## config.mk

```make
export PLATFORM = sky130hd
export DESIGN_NAME = tlbcode_responder
export DESIGN_NICKNAME = d
export VERILOG_FILES = /design/src/rtl/tlbcode_responder.sv
export SDC_FILE = /design/constraint.sdc
export NUM_CORES = 1
export LEC_CHECK = 0
export ABC_AREA = 1
export BUFFER_PORTS_ARGS = -buffer_cell sky130_fd_sc_hd__buf_2
export CAP_MARGIN = 20
export CORE_MARGIN = 3
export CORE_UTILIZATION = 50
export DETAILED_ROUTE_END_ITERATION = 10
export PLACE_DENSITY = 0.76
export REMOVE_ABC_BUFFERS = 1
export SLEW_MARGIN = 15
export SYNTH_ARGS = -nofsm -noshare
export SYNTH_HDL_FRONTEND = slang
export SYNTH_SLANG_ARGS = --single-unit
```

## constraint.sdc

```tcl
create_clock -name clk -period 3.1 [get_ports clk]
set_clock_uncertainty 0.2 [all_clocks]
set_input_delay 0.62 -clock clk [delete_from_list [all_inputs] [get_ports clk]]
set_output_delay 0.62 -clock clk [all_outputs]
set_load 0.05 [all_outputs]
```

## src/rtl/tlbcode_responder.sv

```systemverilog
// Code-TLB responder: small fully-associative cache of code-page translations
// in front of the shared page walker; hits answer in one cycle, misses walk and fill.
module tlbcode_responder #(
  parameter int ENTRIES = 4
) (
  input  logic        clk,
  input  logic        rst,
  input  logic        tlbcoderequest_do,
  input  logic [31:0] tlbcoderequest_address,
  input  logic        tlbcoderequest_su,
  output logic        tlbcode_do,
  output logic [31:0] tlbcode_linear,
  output logic [31:0] tlbcode_physical,
  output logic        tlbcode_cache_disable,
  output logic        tlbcode_fault,
  input  logic        tlbflush,
  output logic        walk_do,
  output logic [31:0] walk_address,
  output logic        walk_su,
  input  logic        walk_done,
  input  logic [31:0] walk_physical,
  input  logic        walk_cache_disable,
  input  logic        walk_fault
);

  localparam int PW = $clog2(ENTRIES);

  // state   | meaning
  // IDLE    | waiting for a request; lookup happens here
  // RESPOND | tlbcode_do strobe cycle
  // WALK    | walk_do held until walk_done
  // FAULT   | fault reported; wait for the initiator to drop its request
  typedef enum logic [1:0] {IDLE, RESPOND, WALK, FAULT} state_t;

  state_t state, state_nxt;

  logic [ENTRIES-1:0] valid;
  logic [ENTRIES-1:0] ent_su;
  logic [ENTRIES-1:0] ent_cd;
  logic [19:0]        ent_tag  [ENTRIES];
  logic [19:0]        ent_phys [ENTRIES];
  logic [PW-1:0]      ptr;
  logic               flush_pending;

  logic          hit;
  logic [PW-1:0] hit_idx;

  logic load_hit, start_walk, fill, load_walk, set_fault;

  always_comb begin
    hit     = 1'b0;
    hit_idx = '0;
    for (int i = 0; i < ENTRIES; i++) begin
      if (valid[i] && ent_tag[i] == tlbcoderequest_address[31:12] &&
          ent_su[i] == tlbcoderequest_su) begin
        hit     = 1'b1;
        hit_idx = PW'(i);
      end
    end
  end

  always_ff @(posedge clk or posedge rst) begin
    if (rst) state <= IDLE;
    else     state <= state_nxt;
  end

  always_comb begin
    state_nxt  = state;
    load_hit   = 1'b0;
    start_walk = 1'b0;
    fill       = 1'b0;
    load_walk  = 1'b0;
    set_fault  = 1'b0;
    case (state)
      IDLE: begin
        if (tlbcoderequest_do && !tlbflush) begin
          if (hit) begin
            load_hit  = 1'b1;
            state_nxt = RESPOND;
          end else begin
            start_walk = 1'b1;
            state_nxt  = WALK;
          end
        end
      end
      RESPOND: state_nxt = IDLE;
      WALK: begin
        if (walk_done) begin
          // A flush during the walk makes its result stale: drop it and let
          // the held request miss and walk again.
          if (flush_pending || tlbflush) begin
            state_nxt = IDLE;
          end else if (walk_fault) begin
            set_fault = 1'b1;
            state_nxt = FAULT;
          end else begin
            fill = 1'b1;
            if (tlbcoderequest_do) begin
              load_walk = 1'b1;
              state_nxt = RESPOND;
            end else begin
              state_nxt = IDLE;
            end
          end
        end
      end
      FAULT: if (!tlbcoderequest_do) state_nxt = IDLE;
      default: state_nxt = IDLE;
    endcase
  end

  assign tlbcode_do = (state == RESPOND);
  assign walk_do    = (state == WALK);

  always_ff @(posedge clk or posedge rst) begin
    if (rst) begin
      valid                 <= '0;
      ptr                   <= '0;
      flush_pending         <= 1'b0;
      tlbcode_linear        <= '0;
      tlbcode_physical      <= '0;
      tlbcode_cache_disable <= 1'b0;
      tlbcode_fault         <= 1'b0;
      walk_address          <= '0;
      walk_su               <= 1'b0;
    end else begin
      tlbcode_fault <= set_fault;
      if (tlbflush)  valid      <= '0;
      else if (fill) valid[ptr] <= 1'b1;
      if (fill) ptr <= ptr + PW'(1);
      if (state == WALK) begin
        if (walk_done)     flush_pending <= 1'b0;
        else if (tlbflush) flush_pending <= 1'b1;
      end else begin
        flush_pending <= 1'b0;
      end
      if (load_hit) begin
        tlbcode_linear        <= tlbcoderequest_address;
        tlbcode_physical      <= {ent_phys[hit_idx], tlbcoderequest_address[11:0]};
        tlbcode_cache_disable <= ent_cd[hit_idx];
      end else if (load_walk) begin
        tlbcode_linear        <= walk_address;
        tlbcode_physical      <= {walk_physical[31:12], walk_address[11:0]};
        tlbcode_cache_disable <= walk_cache_disable;
      end
      if (start_walk) begin
        walk_address <= tlbcoderequest_address;
        walk_su      <= tlbcoderequest_su;
      end
    end
  end

  // Entry payload needs no reset; the valid bits gate every use.
  always_ff @(posedge clk) begin
    if (fill) begin
      ent_tag[ptr]  <= walk_address[31:12];
      ent_phys[ptr] <= walk_physical[31:12];
      ent_su[ptr]   <= walk_su;
      ent_cd[ptr]   <= walk_cache_disable;
    end
  end

endmodule

```

==> run summary <==
Setup repair after global routing left no endpoint under its margin. The die extent in x works out to 160 um. The tools report the launch instance of the worst register-to-register path as ent_tag[3][1]. TritonCTS built the clock tree. The count of warnings emitted by yosys is 0. On the worst path, the slowest cell contributes a delay of 410 ps. The TritonCTS buffer count was 27; the global route total overflow was 0.

At the pin with the least slew margin, the transition time is 722 ps. Mean instance size in the synthesized netlist: 9.17 um^2. Data on the critical path is required at its endpoint by 3350 ps. During I/O placement, the number of pins put on the boundary was 173.

The count of input and output buffers was 160. The clock transition at the registers of the reported paths was 60 ps; the chip height was 160 um. After the flow finishes, the layout carries non-filler instances totaling 1783. For the remaining antenna violation count, the log shows 0. After the first detailed-routing iteration, the DRC count stood at 802.

In this run the static leakage power is 0.00685 uW. The routed wirelength normalized by instance count is 16.7 um, and the number of failing hold endpoints at the final stage is 0. The nature of the critical path endpoint was a flip-flop. For this design, the CTS-stage hold fixing added 0 buffers. The logs give 0.518 for the max-slew headroom at the worst pin and 0.628 for the share of the yosys chip area belonging to registers. The tools report the starting utilization of the core area as 0.516. The setup path with the least slack is of type reg -> reg.

The synthesized netlist occupies a cell area of 0.0119 mm^2. Slowest cell on the critical path: edfxtp_1. The critical path goes through nand2_1, nand2_1, nor2_1, nand2_1, nor2_1, nand3_2, nand2_4, buf_4, o21ai_0, inv_1, nand2_1, nand3_1, nand2_1, nand2_1. The residual DRC count is 0. The region available for standard cell placement spans 0.0230 mm^2. In this run, post-CTS repair resized a total of 0 instances. For the number of nets in the finished design, the log shows 1525.

Counting distinct cell types in the post-synthesis netlist gives 30. The number of levels in the clock H-tree is 1. In this run, placement finished with an instance count of 1733. The depth of the worst register-to-register path came out at 14. The clock drives 264 sinks. STA puts the critical path data arrival time at 2820 ps. The run gives 3 as the buffer depth of the longest clock path. At the later pin of the worst-skew pair, clock insertion delay measures 520 ps. The final cycle utilization of the critical path was 0.828. The count of final max-slew check failures is 0, and the count of mapped cells out of synthesis is 1293.

The peak fanout along the critical path works out to 42. The worst min-delay path class was in -> async. The area of the die was 0.0256 mm^2; the count of maximum capacitance violations was 0. Shortest period the worst path allows: 2570 ps. The share of layout cells above drive strength 1 works out to 0.175.

Tracing the worst setup path back leads to its startpoint at ent_tag[3][1]. The most numerous cell type found on the critical path is nand2_1. Using the TritonRoute via totals, the vias-per-cell ratio works out to 5.16. The maximum vdd drop is 0.585 mV.

The tools report the maximum achievable frequency as 0.390 GHz. The flow ran to the end, and the final reports show no timing, DRC or antenna violations. The length of the first detailed-routing pass in iterations was 5. The initial antenna violation count was 2; the worst hold-check slack was 32.1 ps.

Wires add up to 29800 um. The overall global routing resource usage is 0.229, and the synthesized flop and latch total is 264. From synthesis to final layout, the design area changed by 17.8%. Setup violations remaining at the end of the flow were counted as 0.

The floorplan has 55 rows. In this run the post-CTS setup repair buffer count came out at 0. The startpoint kind of the worst setup timing path is a flip-flop. Entering global routing, the biggest net connects 53 pins. The weighted congestion reported at the end of routability-driven placement was 0.859.

The first global-routing pass estimated 46800 um of wire. Overall power consumption after layout is estimated at 12300 uW. The via count of the first global-routing pass came out at 8896. Detailed routing inserted a total of 9201 vias.

The HPWL after detailed placement came out at 18800 um. The tools report the root cell of the clock tree as clkbuf_16. Power spread over the standard cell area amounts to 878 mW/mm^2.
## per-layer routing
| layer | vias up | track usage | routed length [um] |
|---|---|---|---|
| met4 | 2 | 0.0572 | 654 |
| met1 | 4356 | 0.304 | 12100 |
| li1 | 4413 | - | - |
| met5 | - | 0 | 7 |
| met2 | 381 | 0.401 | 14800 |
| met3 | 49 | 0.0306 | 2270 |
## worst paths after layout
kind	slack, ps	endpoint
min in group clk	130	tlbcode_linear[7]
worst min register to register	270	tlbcode_physical[29]
max in group asynchronous	2010	tlbcode_linear[16]
worst max-delay path	530	tlbcode_physical[26]
worst max register to register	530	tlbcode_physical[26]
worst min-delay path	30	tlbcode_physical[27]
## layout by cell type (no fill, tap or decap), types with 12 or more instances in the layout
cell,netlist,final
nand3_1,104,102
a21oi_1,22,22
nor2_1,68,68
clkbuf_16,0,27
o21ai_1,13,13
buf_2,14,160
buf_4,16,12
nand3b_1,21,21
inv_1,179,174
nand2_1,445,445
dfrtp_1,96,96
inv_2,17,21
o21ai_0,85,85
edfxtp_1,168,168
## stage by stage
| stage | setup WS, ps | setup TNS (ps) | area [um^2] | util |
|---|---|---|---|---|
| finish | 533 | 0 | 14000 | 0.608 |
| global route | 360 | 0 | 14000 | 0.608 |
| CTS | 572 | 0 | 14000 | 0.608 |
| detailed placement | 212 | 0 | 13100 | 0.569 |
| global placement | 260 | 0 | 13100 | 0.569 |
| floorplan | -979 | -97510 | 11600 | - |
## worst max-delay path, delay by kind of cell (launching register included)
kind	cells	cell delay (ps)
AO/OA/AOI/OAI	1	200
buffers and inverters	2	490
flip-flops	1	410
AND/OR/NAND/NOR	11	1180
## sequential cells by signal, indices dropped and copies added, names as in the netlist
name	cells
ent_phys	80
ent_tag	80
tlbcode_linear	32
walk_address	32
tlbcode_physical	20
ent_cd	4
ent_su	4
valid	4
ptr	2
state	2
flush_pending	1
tlbcode_cache_disable	1
tlbcode_fault	1
walk_su	1
## cells by family (layout without fill, tap and decap cells)
family / count (synthesis) / after routing / synth area share
AO/OA/AOI/OAI: 123 / 123 / 0.0524
XOR/XNOR: 1 / 1 / 0.000739
adder cells (fa/ha/maj): 4 / 4 / 0.00422
buffers and inverters: 251 / 427 / 0.0861
flip-flops: 264 / 264 / 0.628
other: 0 / 1 / 0
AND/OR/NAND/NOR: 650 / 650 / 0.229
## power by group
part | internal [uW] | leakage [uW] | switching [uW]
logic | 817 | 0.00364 | 3110
registers | 4530 | 0.00276 | 545
clock network | 1950 | 0.000449 | 1300
## cell type report
type / instances / area, um^2
antenna: 1 / 2.50
clock buffer: 40 / 805
clock inverter: 9 / 93.8
fill: 1917 / 9010
inverter: 196 / 738
multi-input combinational: 778 / 3400
sequential: 264 / 7450
tap: 313 / 392
timing repair buffer: 182 / 1090
## cell usage after synthesis, drive strengths merged
cell | count | area share
o211ai | 2 | 0.0013
o21ai | 98 | 0.041
nand2 | 446 | 0.14
nand3b | 21 | 0.013
edfxtp | 168 | 0.43
ha | 4 | 0.0042
or2 | 3 | 0.0016
nand3 | 106 | 0.046
xor2 | 1 | 0.00074
nor3 | 3 | 0.0026
nor3b | 1 | 0.00063
inv | 196 | 0.062
nor2 | 70 | 0.023
a31oi | 1 | 0.00053
buf | 34 | 0.017
dfrtp | 96 | 0.20
clkbuf | 21 | 0.0068
a21oi | 22 | 0.0093
Note: power is estimated with default switching activity, not from simulation.
